## src/rtl/cpu_pkg.sv

```systemverilog
// Shared constants and types for the 16-bit CPU front end.
package cpu_pkg;

  localparam int          DATA_W      = 16;
  localparam int          ADDR_W      = 16;
  localparam logic [15:0] RESET_PC    = 16'd10;
  localparam int          INSTR_BYTES = 2;

  typedef enum logic {
    FETCH   = 1'b0,
    DISCARD = 1'b1
  } fetch_state_e;

endpackage

```

## src/rtl/fetch_fifo.sv

```systemverilog
// Prefetch FIFO holding {instruction, pc} pairs; flush overrides push and pop.
module fetch_fifo #(
  parameter int WIDTH = cpu_pkg::DATA_W + cpu_pkg::ADDR_W,
  parameter int DEPTH = 2
) (
  input  logic                   clk,
  input  logic                   rst,
  input  logic                   push_i,
  input  logic                   pop_i,
  input  logic                   flush_i,
  input  logic [WIDTH-1:0]       wr_data_i,
  output logic [WIDTH-1:0]       rd_data_o,
  output logic [$clog2(DEPTH):0] count_o,
  output logic                   empty_o,
  output logic                   full_o
);
  import cpu_pkg::*;

  localparam int PTR_W = $clog2(DEPTH);
  localparam int CNT_W = PTR_W + 1;

  logic [WIDTH-1:0] mem_q [DEPTH];
  logic [PTR_W-1:0] wr_ptr_q, rd_ptr_q;
  logic [CNT_W-1:0] count_q;
  logic             do_push, do_pop;

  assign empty_o = (count_q == '0);
  assign full_o  = (count_q == CNT_W'(DEPTH));
  assign do_pop  = pop_i & ~empty_o;
  assign do_push = push_i & (~full_o | do_pop);

  always_ff @(posedge clk or posedge rst) begin
    if (rst) begin
      wr_ptr_q <= '0;
      rd_ptr_q <= '0;
      count_q  <= '0;
    end else if (flush_i) begin
      wr_ptr_q <= '0;
      rd_ptr_q <= '0;
      count_q  <= '0;
    end else begin
      if (do_push) wr_ptr_q <= wr_ptr_q + PTR_W'(1);
      if (do_pop)  rd_ptr_q <= rd_ptr_q + PTR_W'(1);
      if (do_push != do_pop)
        count_q <= do_push ? count_q + CNT_W'(1) : count_q - CNT_W'(1);
    end
  end

  // Storage carries no reset; the head is masked to zero while empty.
  always_ff @(posedge clk) begin
    if (do_push && !flush_i) mem_q[wr_ptr_q] <= wr_data_i;
  end

  assign rd_data_o = empty_o ? '0 : mem_q[rd_ptr_q];
  assign count_o   = count_q;

endmodule

```

## src/rtl/instruction_fetch_unit.sv

```systemverilog
// Fetch stage: owns the fetch PC, drives the req/ack instruction memory and
// delivers {instr, pc} from a prefetch FIFO; branch redirects flush it.
module instruction_fetch_unit #(
  parameter int                DATA_W     = cpu_pkg::DATA_W,
  parameter int                ADDR_W     = cpu_pkg::ADDR_W,
  parameter logic [ADDR_W-1:0] RESET_PC   = ADDR_W'(cpu_pkg::RESET_PC),
  parameter int                FIFO_DEPTH = 2
) (
  input  logic              clk,
  input  logic              rst,
  output logic              mem_req,
  output logic [ADDR_W-1:0] mem_addr,
  input  logic              mem_ack,
  input  logic [DATA_W-1:0] mem_rdata,
  output logic              instr_valid,
  input  logic              instr_ready,
  output logic [DATA_W-1:0] instr,
  output logic [ADDR_W-1:0] instr_pc,
  input  logic              redirect,
  input  logic [ADDR_W-1:0] redirect_pc
);
  import cpu_pkg::*;

  localparam int CNT_W = $clog2(FIFO_DEPTH) + 1;

  fetch_state_e             state_q, state_d;
  logic                     mem_req_q, mem_req_d;
  logic [ADDR_W-1:0]        mem_addr_q, mem_addr_d;
  logic [ADDR_W-1:0]        fetch_pc_q, fetch_pc_d;

  logic                     ack, push, pop, space_next;
  logic                     fifo_empty, fifo_full;
  logic [CNT_W-1:0]         count, count_next;
  logic [ADDR_W-1:0]        redirect_pc_al, next_seq_pc;
  logic [DATA_W+ADDR_W-1:0] head;
  logic                     unused_redirect_lsb;

  assign unused_redirect_lsb = redirect_pc[0];

  assign ack            = mem_req_q & mem_ack;
  // A redirect cancels both the pop and any push landing on the same edge.
  assign pop            = instr_valid & instr_ready & ~redirect;
  assign push           = ack & (state_q == FETCH) & ~redirect;
  assign redirect_pc_al = {redirect_pc[ADDR_W-1:1], 1'b0};
  assign next_seq_pc    = mem_addr_q + ADDR_W'(INSTR_BYTES);

  always_comb begin
    count_next = count;
    if (redirect)         count_next = '0;
    else if (push && !pop) count_next = count + CNT_W'(1);
    else if (!push && pop) count_next = count - CNT_W'(1);
  end

  assign space_next = (count_next < CNT_W'(FIFO_DEPTH));

  always_comb begin
    state_d    = state_q;
    mem_req_d  = mem_req_q;
    mem_addr_d = mem_addr_q;
    fetch_pc_d = fetch_pc_q;
    case (state_q)
      FETCH: begin
        if (redirect) begin
          fetch_pc_d = redirect_pc_al;
          if (mem_req_q && !mem_ack) begin
            state_d = DISCARD;
          end else begin
            mem_req_d  = 1'b1;
            mem_addr_d = redirect_pc_al;
          end
        end else if (ack) begin
          fetch_pc_d = next_seq_pc;
          mem_req_d  = space_next;
          mem_addr_d = next_seq_pc;
        end else if (!mem_req_q && space_next) begin
          mem_req_d  = 1'b1;
          mem_addr_d = fetch_pc_q;
        end
      end
      DISCARD: begin
        // The stale request must complete before the new stream starts.
        if (redirect) fetch_pc_d = redirect_pc_al;
        if (ack) begin
          state_d    = FETCH;
          mem_req_d  = 1'b1;
          mem_addr_d = redirect ? redirect_pc_al : fetch_pc_q;
        end
      end
      default: state_d = FETCH;
    endcase
  end

  always_ff @(posedge clk or posedge rst) begin
    if (rst) begin
      state_q    <= FETCH;
      mem_req_q  <= 1'b0;
      mem_addr_q <= RESET_PC;
      fetch_pc_q <= RESET_PC;
    end else begin
      state_q    <= state_d;
      mem_req_q  <= mem_req_d;
      mem_addr_q <= mem_addr_d;
      fetch_pc_q <= fetch_pc_d;
    end
  end

  fetch_fifo #(
    .WIDTH (DATA_W + ADDR_W),
    .DEPTH (FIFO_DEPTH)
  ) u_fifo (
    .clk       (clk),
    .rst       (rst),
    .push_i    (push),
    .pop_i     (pop),
    .flush_i   (redirect),
    .wr_data_i ({mem_rdata, mem_addr_q}),
    .rd_data_o (head),
    .count_o   (count),
    .empty_o   (fifo_empty),
    .full_o    (fifo_full)
  );

  no_push_when_full: assert property (@(posedge clk) disable iff (rst)
    push |-> (!fifo_full || pop));

  assign mem_req     = mem_req_q;
  assign mem_addr    = mem_addr_q;
  assign instr_valid = ~fifo_empty;
  assign instr       = head[ADDR_W +: DATA_W];
  assign instr_pc    = head[ADDR_W-1:0];

endmodule

```

## config.mk

```make
export PLATFORM = sky130hd
export DESIGN_NAME = instruction_fetch_unit
export DESIGN_NICKNAME = d
export VERILOG_FILES = /design/src/rtl/cpu_pkg.sv /design/src/rtl/fetch_fifo.sv /design/src/rtl/instruction_fetch_unit.sv
export SDC_FILE = /design/constraint.sdc
export NUM_CORES = 1
export LEC_CHECK = 0
export ABC_CLOCK_PERIOD_IN_PS = 4200
export BUFFER_PORTS_ARGS = -buffer_cell sky130_fd_sc_hd__buf_2
export CAP_MARGIN = 5
export CORE_UTILIZATION = 40
export CTS_BUF_LIST = sky130_fd_sc_hd__clkbuf_8
export CTS_CLUSTER_SIZE = 14
export DETAILED_ROUTE_END_ITERATION = 10
export GPL_ROUTABILITY_DRIVEN = 0
export GPL_TIMING_DRIVEN = 0
export MAX_ROUTING_LAYER = met4
export REMOVE_ABC_BUFFERS = 1
export SYNTH_ARGS = -nofsm -noshare
export SYNTH_HDL_FRONTEND = slang
export SYNTH_SLANG_ARGS = --single-unit
```

## constraint.sdc

```tcl
create_clock -name clk -period 4.2 [get_ports clk]
set_input_delay 0.63 -clock clk [delete_from_list [all_inputs] [get_ports clk]]
set_output_delay 0.63 -clock clk [all_outputs]
set_load 0.02 [all_outputs]
```

## Yosys cells after proc, flatten, opt, wreduce, memory -nomap -nowiden

Memories as Yosys holds them, arrays and structs flattened.
Cells that the tools add are included.

- Add/subtract/negate cells: 5
- Order comparisons: 1
- Equal/unequal tests: 6
- Mux-type cells: 33
- Bitwise operators: 12
- Reduce and logical (&&, ||, !) cells: 15

Operators with widths:

| operator | count |
|---|---|
| two-way mux 16 bit | 8 |
| one-hot mux 16 bit (2 select lines) | 2 |
| two-way mux 32 bit | 1 |
| adder 16 x 2 -> 16 bit (second input constant) | 1 |
| two-way mux 1 bit | 14 |
| two-way mux 2 bit | 6 |
| bitwise AND 1 bit | 7 |
| inequality test 3 bit (second input constant) | 2 |
| nonzero test 2 bit | 3 |
| logical AND 1 bit | 5 |
| logical NOT 1 bit | 5 |
| inequality test 4 x 3 -> 1 bit (second input constant) | 1 |
| NOT 1 bit | 4 |
| one-hot mux 1 bit (2 select lines) | 2 |
| AND reduction 3 bit | 1 |
| adder 1 bit (second input constant) | 2 |
| adder 2 x 1 -> 2 bit (second input constant) | 1 |
| == test 2 bit (second input constant) | 1 |
| logical NOT 2 bit | 1 |
| < comparator 2 bit (second input constant) | 1 |
| inequality test 2 x 1 -> 1 bit (second input constant) | 1 |
| subtractor 2 x 1 -> 2 bit (second input constant) | 1 |
| inequality test 1 bit | 1 |
| bitwise OR 1 bit | 1 |

- Register bits after elaboration: 38
- Memory bits (writable): 64
- Input port bits: 37
- Output and inout port bits: 50
- Memories: 1

Memory list:

| name | words | width | read ports | clocked after memory_dff | wr ports | RTL line | text |
|---|---|---|---|---|---|---|---|
| u_fifo.mem_q | 2 | 32 | 1 | 0 | 1 | fetch_fifo.sv:22 | `logic [WIDTH-1:0] mem_q [DEPTH];` |

## Logic depth before layout (Yosys ltp)

Gate-level depths: netlist of run 1.

- Depth after elaboration: 14
- Depth in mapped cells: 9
- Mapped depth without buffers: 7

## Modules after synthesis

From an unflattened synthesis of run 1, not the netlist that was laid out.

- Cells, all modules: 369
- Area total of the unflattened synthesis: 4598.2 sq um

Modules (own cells, without submodules):

| module | instances | cells each | area each (sq um) | sequential area each (sq um) |
|---|---|---|---|---|
| fetch_fifo | 1 | 165 | 2651.3 | 2021.9 |
| instruction_fetch_unit | 1 | 204 | 1946.9 | 855.8 |

## Worst setup path after synthesis of run 1

OpenSTA, ideal clock, no wires.

- Path type: input to register
- From: in redirect
- To: mem u_fifo.mem_q[0][0] (netlist name), enable pin
- Arrival: 2984 ps
- Path slack: 791 ps
- Stages: 5
- Path through: buf_2 -> buf_1 -> buf_1 -> a211oi_1 -> nor2b_1

- Word-level cells in the longest chain between the ends: 8
- Elaborated cells between the ends (all ways): 10

RTL lines:

| what | RTL line | text |
|---|---|---|
| start, declared | instruction_fetch_unit.sv:19 | `input logic redirect,` |
| NOT 1 bit | instruction_fetch_unit.sv:42, instruction_fetch_unit.sv:43 |  |
| bitwise AND 1 bit | instruction_fetch_unit.sv:42 | `assign pop = instr_valid & instr_ready & ~redirect;` |
| bitwise AND 1 bit | fetch_fifo.sv:29 | `assign do_pop = pop_i & ~empty_o;` |
| bitwise OR 1 bit | fetch_fifo.sv:30 | `assign do_push = push_i & (~full_o \| do_pop);` |
| bitwise AND 1 bit | fetch_fifo.sv:30 |  |
| logical AND 1 bit * | fetch_fifo.sv:51 | `if (do_push && !flush_i) mem_q[wr_ptr_q] <= wr_data_i;` |
| two-way mux 1 bit * | fetch_fifo.sv:51 |  |
| two-way mux 1 bit (implied by the code) * | fetch_fifo.sv:51 |  |
| end, declared | fetch_fifo.sv:22 |  |

Every way passes the cells marked *; elsewhere a longest branch is shown, timed or not.

## Worst setup path after layout of run 1

- From: reg u_fifo.count_q[1] (netlist: u_fifo.count_o[1])
- To: reg mem_addr_q[6] (netlist: mem_addr[6])

- Word-level cells in the longest chain between the ends: 12
- Elaborated cells between the ends (all ways): 16

RTL lines:

| what | RTL line | text |
|---|---|---|
| start, declared | fetch_fifo.sv:24 | `logic [CNT_W-1:0] count_q;` |
| start signal, assigned | fetch_fifo.sv:45 | `count_q <= do_push ? count_q + CNT_W'(1) : count_q - CNT_W'(1);` |
| logical NOT 2 bit | fetch_fifo.sv:27 | `assign empty_o = (count_q == '0);` |
| NOT 1 bit | instruction_fetch_unit.sv:128 | `assign instr_valid = ~fifo_empty;` |
| bitwise AND 1 bit (2 in a row) | instruction_fetch_unit.sv:42 |  |
| logical AND 1 bit / logical NOT 1 bit (equally long branches) | instruction_fetch_unit.sv:51, instruction_fetch_unit.sv:50 |  |
| two-way mux 2 bit / logical AND 1 bit (equally long branches) | instruction_fetch_unit.sv:51, instruction_fetch_unit.sv:50 |  |
| two-way mux 2 bit * | instruction_fetch_unit.sv:50 | `else if (push && !pop) count_next = count + CNT_W'(1);` |
| two-way mux 2 bit * | instruction_fetch_unit.sv:49 | `if (redirect) count_next = '0;` |
| < comparator 2 bit * | instruction_fetch_unit.sv:54 | `assign space_next = (count_next < CNT_W'(FIFO_DEPTH));` |
| logical AND 1 bit * | instruction_fetch_unit.sv:75 | `end else if (!mem_req_q && space_next) begin` |
| inequality test 4 x 3 -> 1 bit (no source line) * | n/a |  |
| AND reduction 3 bit (no source line) * | n/a |  |
| end signal, assigned | instruction_fetch_unit.sv:102 | `mem_addr_q <= mem_addr_d;` |
| end, declared | instruction_fetch_unit.sv:28 | `logic [ADDR_W-1:0] mem_addr_q, mem_addr_d;` |

Marks and branches as above.
A chain may end at the register's enable or synchronous reset.

==> results of run 1 <==
synth_stat cells, types with 5 or more instances:
cell      count  area, um^2
a21oi_1      11        55.1
clkbuf_1     11        41.3
dfrtp_1      34         851
edfxtp_1     64        1920
inv_1         8        30.0
mux2_2       10         113
mux2_4        6        90.1
mux2i_1      36         360
nand2_1      23        86.3
nor2_1       52         195
nor3_1        6        30.0
o21ai_0      20         100
xnor2_1       9        78.8
xor2_1        5        43.8
per-stage QoR:
| step | power [mW] | hold WS [ns] | TNS, ns |
|---|---|---|---|
| after global placement | 3.05 | 0.489 | -24.28 |
| after CTS | 3.77 | 0.434 | 0 |
| after floorplan | 2.56 | 0.462 | 0 |
| after detailed placement | 3.10 | 0.507 | 0 |
| final | 3.72 | 0.426 | 0 |
| after global routing | 3.96 | 0.428 | 0 |
cell families (layout without fill, tap and decap cells):
family                     after synthesis  after routing
AOI/OAI and AO/OA                       47             47
adders and majority gates                3              3
and+or+nand+nor                        106            106
DFF                                    102            102
xor gates and xnor gates                14             14
buffers and inverters                   28            111
muxes                                   52             52
worst max path at each step:
stage	to	depth (start not counted)	slack [ns]
floorplan	u_fifo.mem_q[0][0]	5	0.74
global placement	u_fifo.mem_q[0][23]	5	-0.76
detailed placement	mem_addr[6]	6	0.87
CTS	mem_addr[6]	6	0.87
global route	mem_addr[9]	6	0.78
finish	mem_addr[6]	6	0.95
power groups by stage:
stage	clock network, mW	logic (mW)	registers [mW]
after floorplan	0	0.917	1.64
after global placement	0	1.42	1.63
after detailed placement	0	1.50	1.59
after CTS	0.690	1.51	1.57
after global routing	0.731	1.62	1.61
final	0.672	1.48	1.57
sequential cells by signal, summed over array words and instances, names as in the netlist:
name / cells
state_q: 1
u_fifo.rd_ptr_q: 1
fetch_pc_q: 16
u_fifo.mem_q: 64
u_fifo.wr_ptr_q: 1
mem_addr: 16
mem_req: 1
u_fifo.count_o: 2
routing by layer:
layer	part of all wire, %	GRT usage, %	vias up	wire length [um]
met2	46	26.1	90	4300
li1	-	-	1418	-
met1	47	22.5	1414	4380
met3	4.6	2.71	12	424
met5	0	-	-	0
met4	1.7	6.85	0	154
area by class of cell:
cell class	count	area (um^2)	area share, %
Clock buffer	9	124	2.34
Multi-Input combinational cell	222	1520	28.7
Inverter	8	30.0	0.566
Timing Repair Buffer	87	473	8.92
Clock inverter	7	97.6	1.84
Tap cell	140	175	3.30
Sequential cell	102	2880	54.3
==> flow_summary.ini, run 1 <==
[die]
die-area_mm2 = 0.0117
die_h_um = 108
rows = 38
coreArea_mm2 = 0.0109
die_w_um = 108
start_util_pct = 41.3
io_pins = 87

[placed_design]
placed_cells = 559
place_ws_ns = 0.874
portBuffers = 85
dpl.hpwl_um = 6040
dpl-instance-area_mm2 = 0.00508

[setup_path]
cp_top_family = compound AO/OA/AOI/OAI gates
slowest_stage = o31ai_4
worstSetupPathType = reg -> reg
start_kind = register
worstPathMaxFanout = 35
reg2reg_to = mem_addr[6]
r2r_slack_ns = 0.95
path_cells = inv_1, ha_2, nand2b_4, mux2_4, o31ai_4, mux2_2
critPathLaunch = u_fifo.count_o[1]
critPathRequiredTime_ns = 4.44
r2r-start = u_fifo.count_o[1]
worstRegToRegCells = 6
slowest_delay_ns = 0.85
arrival_ns = 3.49
endpoint_kind = register
critPathBufInv = 1

[layout]
layout_commonest_cell = buf_2
nets = 470
final-instance-count-excl-fill = 575
drive_gt1_share_pct = 29.9
design_area_mm2 = 0.00530
antenna_cells = 0
final_cell_mix = buf_2, edfxtp_1, nor2_1, mux2i_1, dfrtp_1
area_delta_synth_final_pct = 17.4
fin_util_pct = 48.5
nFillCells = 1022

[grt]
grt_start_max_net_pins = 46
antenna_found_initial = 0
track_usage_pct = 17.0
grt_overflow = 0
grt_pass1_vias = 2740
grt_pass1_wl_um = 14500

[flow_run]
max-cap-violations = 0

[sta]
final.min_clock_period_ns = 3.25
worst_pin_slew_ns = 1.07
rsz0062_at_grt = false
fin_ws_ns = 0.954
setup_viol = 0
fmax_mhz = 308
hold_violations = 0
finClkSkew_ns = 0.0137
slew_viol_final = 0
finalCritPeriodShare_pct = 77.3
relSlewSlack_pct = 28.9

[yosys]
syn_avg_cell_area_um2 = 12.8
synth_edf_count = 64
async_flop_share_pct = 37.3
ys.warnings.count = 0
synth_top_family_by_area = multiplexers
yosysSeqAreaShare_pct = 63.7
synth_flop_cell = edfxtp_1
synth_compound_area_share_pct = 6.57
syn_inst = 352
netlist-cell-type-count = 48
synth_simple_gate_area_share_pct = 10.9
syn_area_mm2 = 0.00451
synth_adder_area_share_pct = 0.831
ys_ff_latch = 102
synthMuxAreaShare_pct = 12.5
synth_xor_area_share_pct = 2.72

[detailed_routing]
drt_iter0_drc = 139
viasPerCell = 5.10
drcViolationCount = 0
wl_um = 9260
vias = 2934
antenna_left = 0
firstDrtPassIters = 4
wire_per_inst_um = 16.1

[clock_network]
clk_path_buf_depth = 2
clock_latency_ns = 0.36
cts_tree = built
cts_resized = 0
post-cts-setup-buffer-count = 0
cts.htree.levels = 3
clkSlewWorstSetupHoldPaths_ns = 0.10
clock-root-buffer = clkbuf_8
cts_made_buffers = 9
hold_buffers = 0
cts.sinks = 102

[power]
clkPwrFrac_pct = 18.0
leakage_nw = 2.11
comb_power_share_pct = 39.8
power_density_mw_per_mm2 = 703
internal_power_mw = 2.26
vdd_drop_max_v = 0.000481
seqPwrFrac_pct = 42.2
switching_share_pct = 39.3
p_sw_mw = 1.47

[outcome]
status = complete, no violations

[hold_path]
holdCritPathClass = in -> async
No activity file was read; power rests on OpenSTA's default activity.
==> run 2, diff against run 1 <==
Settings changed: ABC_CLOCK_PERIOD_IN_PS 4200 to 3000.
Clock period 4.2 ns to 3 ns, I/O delays scaled along.
==> flow_summary.ini, run 2 (synthesis results as in run 1) <==
[clock_network]
clock_latency_ns = 0.36
cts.htree.levels = 3
clk_path_buf_depth = 2
hold_buffers = 0
clock-root-buffer = clkbuf_8
clkSlewWorstSetupHoldPaths_ns = 0.10
cts_made_buffers = 9
cts_tree = built
cts.sinks = 102

[sta]
finalCritPeriodShare_pct = 93.5
relSlewSlack_pct = 46.0
rsz0062_at_grt = false
worst_pin_slew_ns = 0.809
setup_viol = 0
fin_ws_ns = 0.195
finClkSkew_ns = 0.0132
hold_violations = 0
slew_viol_final = 0
final.min_clock_period_ns = 2.80
fmax_mhz = 357

[die]
start_util_pct = 41.3
die_w_um = 108
die_h_um = 108
die-area_mm2 = 0.0117
io_pins = 87
coreArea_mm2 = 0.0109
rows = 38

[detailed_routing]
wire_per_inst_um = 16.1
drcViolationCount = 0
firstDrtPassIters = 4
vias = 2933
antenna_left = 0
drt_iter0_drc = 117
wl_um = 9310
viasPerCell = 5.07

[placed_design]
place_ws_ns = -0.326
placed_cells = 559
portBuffers = 85
dpl.hpwl_um = 6040
dpl-instance-area_mm2 = 0.00508

[layout]
design_area_mm2 = 0.00533
layout_commonest_cell = buf_2
area_delta_synth_final_pct = 18.0
multi_input_area_mm2 = 0.00152
drive_gt1_share_pct = 30.4
top_register = u_fifo.mem_q
nets = 473
final-instance-count-excl-fill = 578
ff_latch_area_mm2 = 0.00288
final_cell_mix = buf_2, edfxtp_1, nor2_1, mux2i_1, dfrtp_1
largest_reg_flops = 64
fin_util_pct = 48.7
antenna_cells = 0
nFillCells = 1023

[power]
power_density_mw_per_mm2 = 985
vdd_drop_max_v = 0.000671
leakage_nw = 2.12

[grt]
grt_pass1_wl_um = 14600
antenna_found_initial = 0
grt_pass1_vias = 2767
grt_overflow = 0
track_usage_pct = 17.1
grt_start_max_net_pins = 46

[flow_run]
max-cap-violations = 0

[setup_path]
start_kind = register
worstSetupPathType = reg -> reg
critPathRequiredTime_ns = 3.24
endpoint_kind = register
arrival_ns = 3.05
worstRegToRegCells = 7
worstPathMaxFanout = 35

[hold_path]
holdCritPathClass = in -> async

[outcome]
status = complete, no violations
==> run 2: cell types whose count changed in the layout (fill, tap and decap cells not counted), sizes merged <==
cell and change:
buf +3
==> run 2: per-stage QoR <==
stage / TNS, ns / power (mW) / hold WS (ns)
final: 0 / 5.24 / 0.243
after floorplan: -14.83 / 3.59 / 0.462
after CTS: 0 / 5.31 / 0.254
after global routing: 0 / 5.58 / 0.248
after detailed placement: -4.58 / 4.34 / 0.507
after global placement: -100.53 / 4.26 / 0.489
==> run 2: layout make-up <==
cell class / instances / share of cell area [%]
Clock buffer: 9 / 2.33
Clock inverter: 7 / 1.83
Inverter: 8 / 0.564
Multi-Input combinational cell: 222 / 28.6
Sequential cell: 102 / 54.1
Tap cell: 140 / 3.29
Timing Repair Buffer: 90 / 9.30
==> run 2: timing repair <==
action,CTS,global route
setup endpoints to repair,17,32
pin swaps,1,0
buffers inserted,3,0
resized for setup,0,1
==> run 2: routing by layer <==
layer | track usage, % | up-vias | wire length [um]
li1 | - | 1427 | -
met5 | - | - | 0
met4 | 6.85 | 0 | 129
met1 | 22.6 | 1412 | 4380
met3 | 2.71 | 11 | 432
met2 | 26.3 | 83 | 4360
==> run 2: worst max-delay path, stage by stage, from the launching register on <==
cell      delay (ns)
dfrtp_1         0.43
inv_1           0.13
ha_2            0.69
nand2b_4        0.29
mux2_4          0.31
o31ai_4         0.25
buf_4           0.23
mux2_2          0.35
==> run 2: final timing paths <==
check                                 endpoint  slack (ns)               from
setup / recovery                  mem_addr[10]        0.20  u_fifo.count_o[1]
hold / removal                     mem_addr[7]        0.24                rst
setup reg to reg                  mem_addr[10]        0.20  u_fifo.count_o[1]
hold reg to reg                 fetch_pc_q[14]        0.53     fetch_pc_q[14]
max in group asynchronous      u_fifo.rd_ptr_q        2.21                rst
min in group clk           u_fifo.mem_q[1][24]        0.27       mem_rdata[8]
==> run 2: report_power, final <==
group / internal (mW) / leakage, nW / total (mW) / switching [mW]
combinational: 0.849 / 0.966 / 2.10 / 1.25
sequential: 1.86 / 1.04 / 2.20 / 0.339
clock: 0.473 / 0.111 / 0.942 / 0.469
total: 3.18 / 2.12 / 5.24 / 2.06
==> run 3, diff against run 2 <==
Settings changed: BUFFER_PORTS_ARGS -buffer_cell sky130_fd_sc_hd__buf_2 to default, CORE_ASPECT_RATIO from default to 2, CORE_MARGIN from default to 2, DONT_BUFFER_PORTS from default to 1.
==> flow_summary.ini, run 3 (synthesis results as in run 1) <==
[detailed_routing]
antenna_left = 0
firstDrtPassIters = 4
viasPerCell = 5.31
drcViolationCount = 0
wl_um = 8960
wire_per_inst_um = 18.2
vias = 2614
drt_iter0_drc = 145

[setup_path]
arrival_ns = 3.03
slowest_stage = ha_2
critPathRequiredTime_ns = 3.25
endpoint_kind = register
slowest_delay_ns = 0.67
worstSetupPathType = reg -> reg
critPathBufInv = 2
cp_top_family = adder cells
path_cells = inv_1, ha_2, nand2b_4, mux2_4, o31ai_4, buf_4, mux2_2
start_kind = register
worstPathMaxFanout = 35

[layout]
area_delta_synth_final_pct = 7.59
design_area_mm2 = 0.00486
final_cell_mix = edfxtp_1, nor2_1, mux2i_1, dfrtp_1, nand2_1
drive_gt1_share_pct = 13.1
nets = 387
final-instance-count-excl-fill = 492
largest_reg_flops = 64
multi_input_area_mm2 = 0.00152
nFillCells = 1022
ff_latch_area_mm2 = 0.00288
top_register = u_fifo.mem_q
antenna_cells = 0
layout_commonest_cell = edfxtp_1

[die]
coreArea_mm2 = 0.0109
start_util_pct = 41.2
die_w_um = 79.1
die-area_mm2 = 0.0122
die_h_um = 154
io_pins = 87
rows = 54

[power]
power_density_mw_per_mm2 = 993
leakage_nw = 1.71
vdd_drop_max_v = 0.000458

[sta]
fmax_mhz = 359
finClkSkew_ns = 0.0128
holdWs_ns = 0.111
finalCritPeriodShare_pct = 92.7
relSlewSlack_pct = 45.3
rsz0062_at_grt = false
final.min_clock_period_ns = 2.78
setup_viol = 0
slew_viol_final = 0
worst_pin_slew_ns = 0.819
setup_tns_ns = 0
hold_violations = 0

[placed_design]
dpl.hpwl_um = 6210
placed_cells = 474
dpl-instance-area_mm2 = 0.00464
portBuffers = 0

[clock_network]
clk_path_buf_depth = 2
clock_latency_ns = 0.36
cts.sinks = 102
clock-root-buffer = clkbuf_8
clkSlewWorstSetupHoldPaths_ns = 0.10
cts.htree.levels = 3
cts_made_buffers = 9
cts_tree = built
hold_buffers = 0

[flow_run]
max-cap-violations = 0

[grt]
grt_pass1_wl_um = 14000
grt_pass1_vias = 2577
grt_overflow = 0
grt_start_max_net_pins = 46
track_usage_pct = 15.6
antenna_found_initial = 0

[hold_path]
holdCritPathClass = in -> async

[outcome]
status = complete, no violations
[run 3: worst paths after layout]
path	start	to	slack, ns	depth (start not counted)
worst max-delay path	u_fifo.count_o[1]	mem_addr[13]	0.22	7
worst min-delay path	rst	mem_addr[2]	0.11	1
worst max register to register	u_fifo.count_o[1]	mem_addr[13]	0.22	7
worst min register to register	fetch_pc_q[0]	fetch_pc_q[0]	0.53	2
max in group asynchronous	rst	u_fifo.rd_ptr_q	2.31	1
min in group clk	redirect	u_fifo.count_o[0]	0.16	1
[run 3: through the flow]
stage	total power [mW]	setup slack [ns]	util (%)
CTS	4.89	0.177	44.4
finish	4.82	0.218	44.4
global route	5.12	0.0515	44.4
detailed placement	4.02	-0.765	42.4
floorplan	3.59	-0.464	-
global placement	3.94	-1.74	42.0
[run 3: power breakdown]
group	internal, mW	switching, mW	total (mW)
sequential	1.86	0.485	2.35
clock	0.388	0.467	0.854
combinational	0.616	1.01	1.62
[run 3: area by class of cell]
type	instances	share of cell area [%]
Inverter	8	0.618
Clock inverter	7	1.47
Tap cell	140	3.61
Multi-Input combinational cell	222	31.3
Clock buffer	9	2.55
Timing Repair Buffer	4	1.13
Sequential cell	102	59.3
[run 3: repair_timing]
action                     in CTS  in global routing
gates resized for setup         1                  0
buffers inserted                2                  0
setup endpoints to repair      49                  0
[run 3: routing by layer]
| metal | share of wire (%) | global-route usage, % | up-vias | routed length, um |
|---|---|---|---|---|
| met1 | 37 | 16.2 | 1260 | 3300 |
| li1 | - | - | 1250 | - |
| met3 | 6.0 | 3.79 | 20 | 542 |
| met2 | 53 | 26.6 | 84 | 4790 |
| met5 | 0 | - | - | 0 |
| met4 | 3.7 | 8.70 | 0 | 329 |
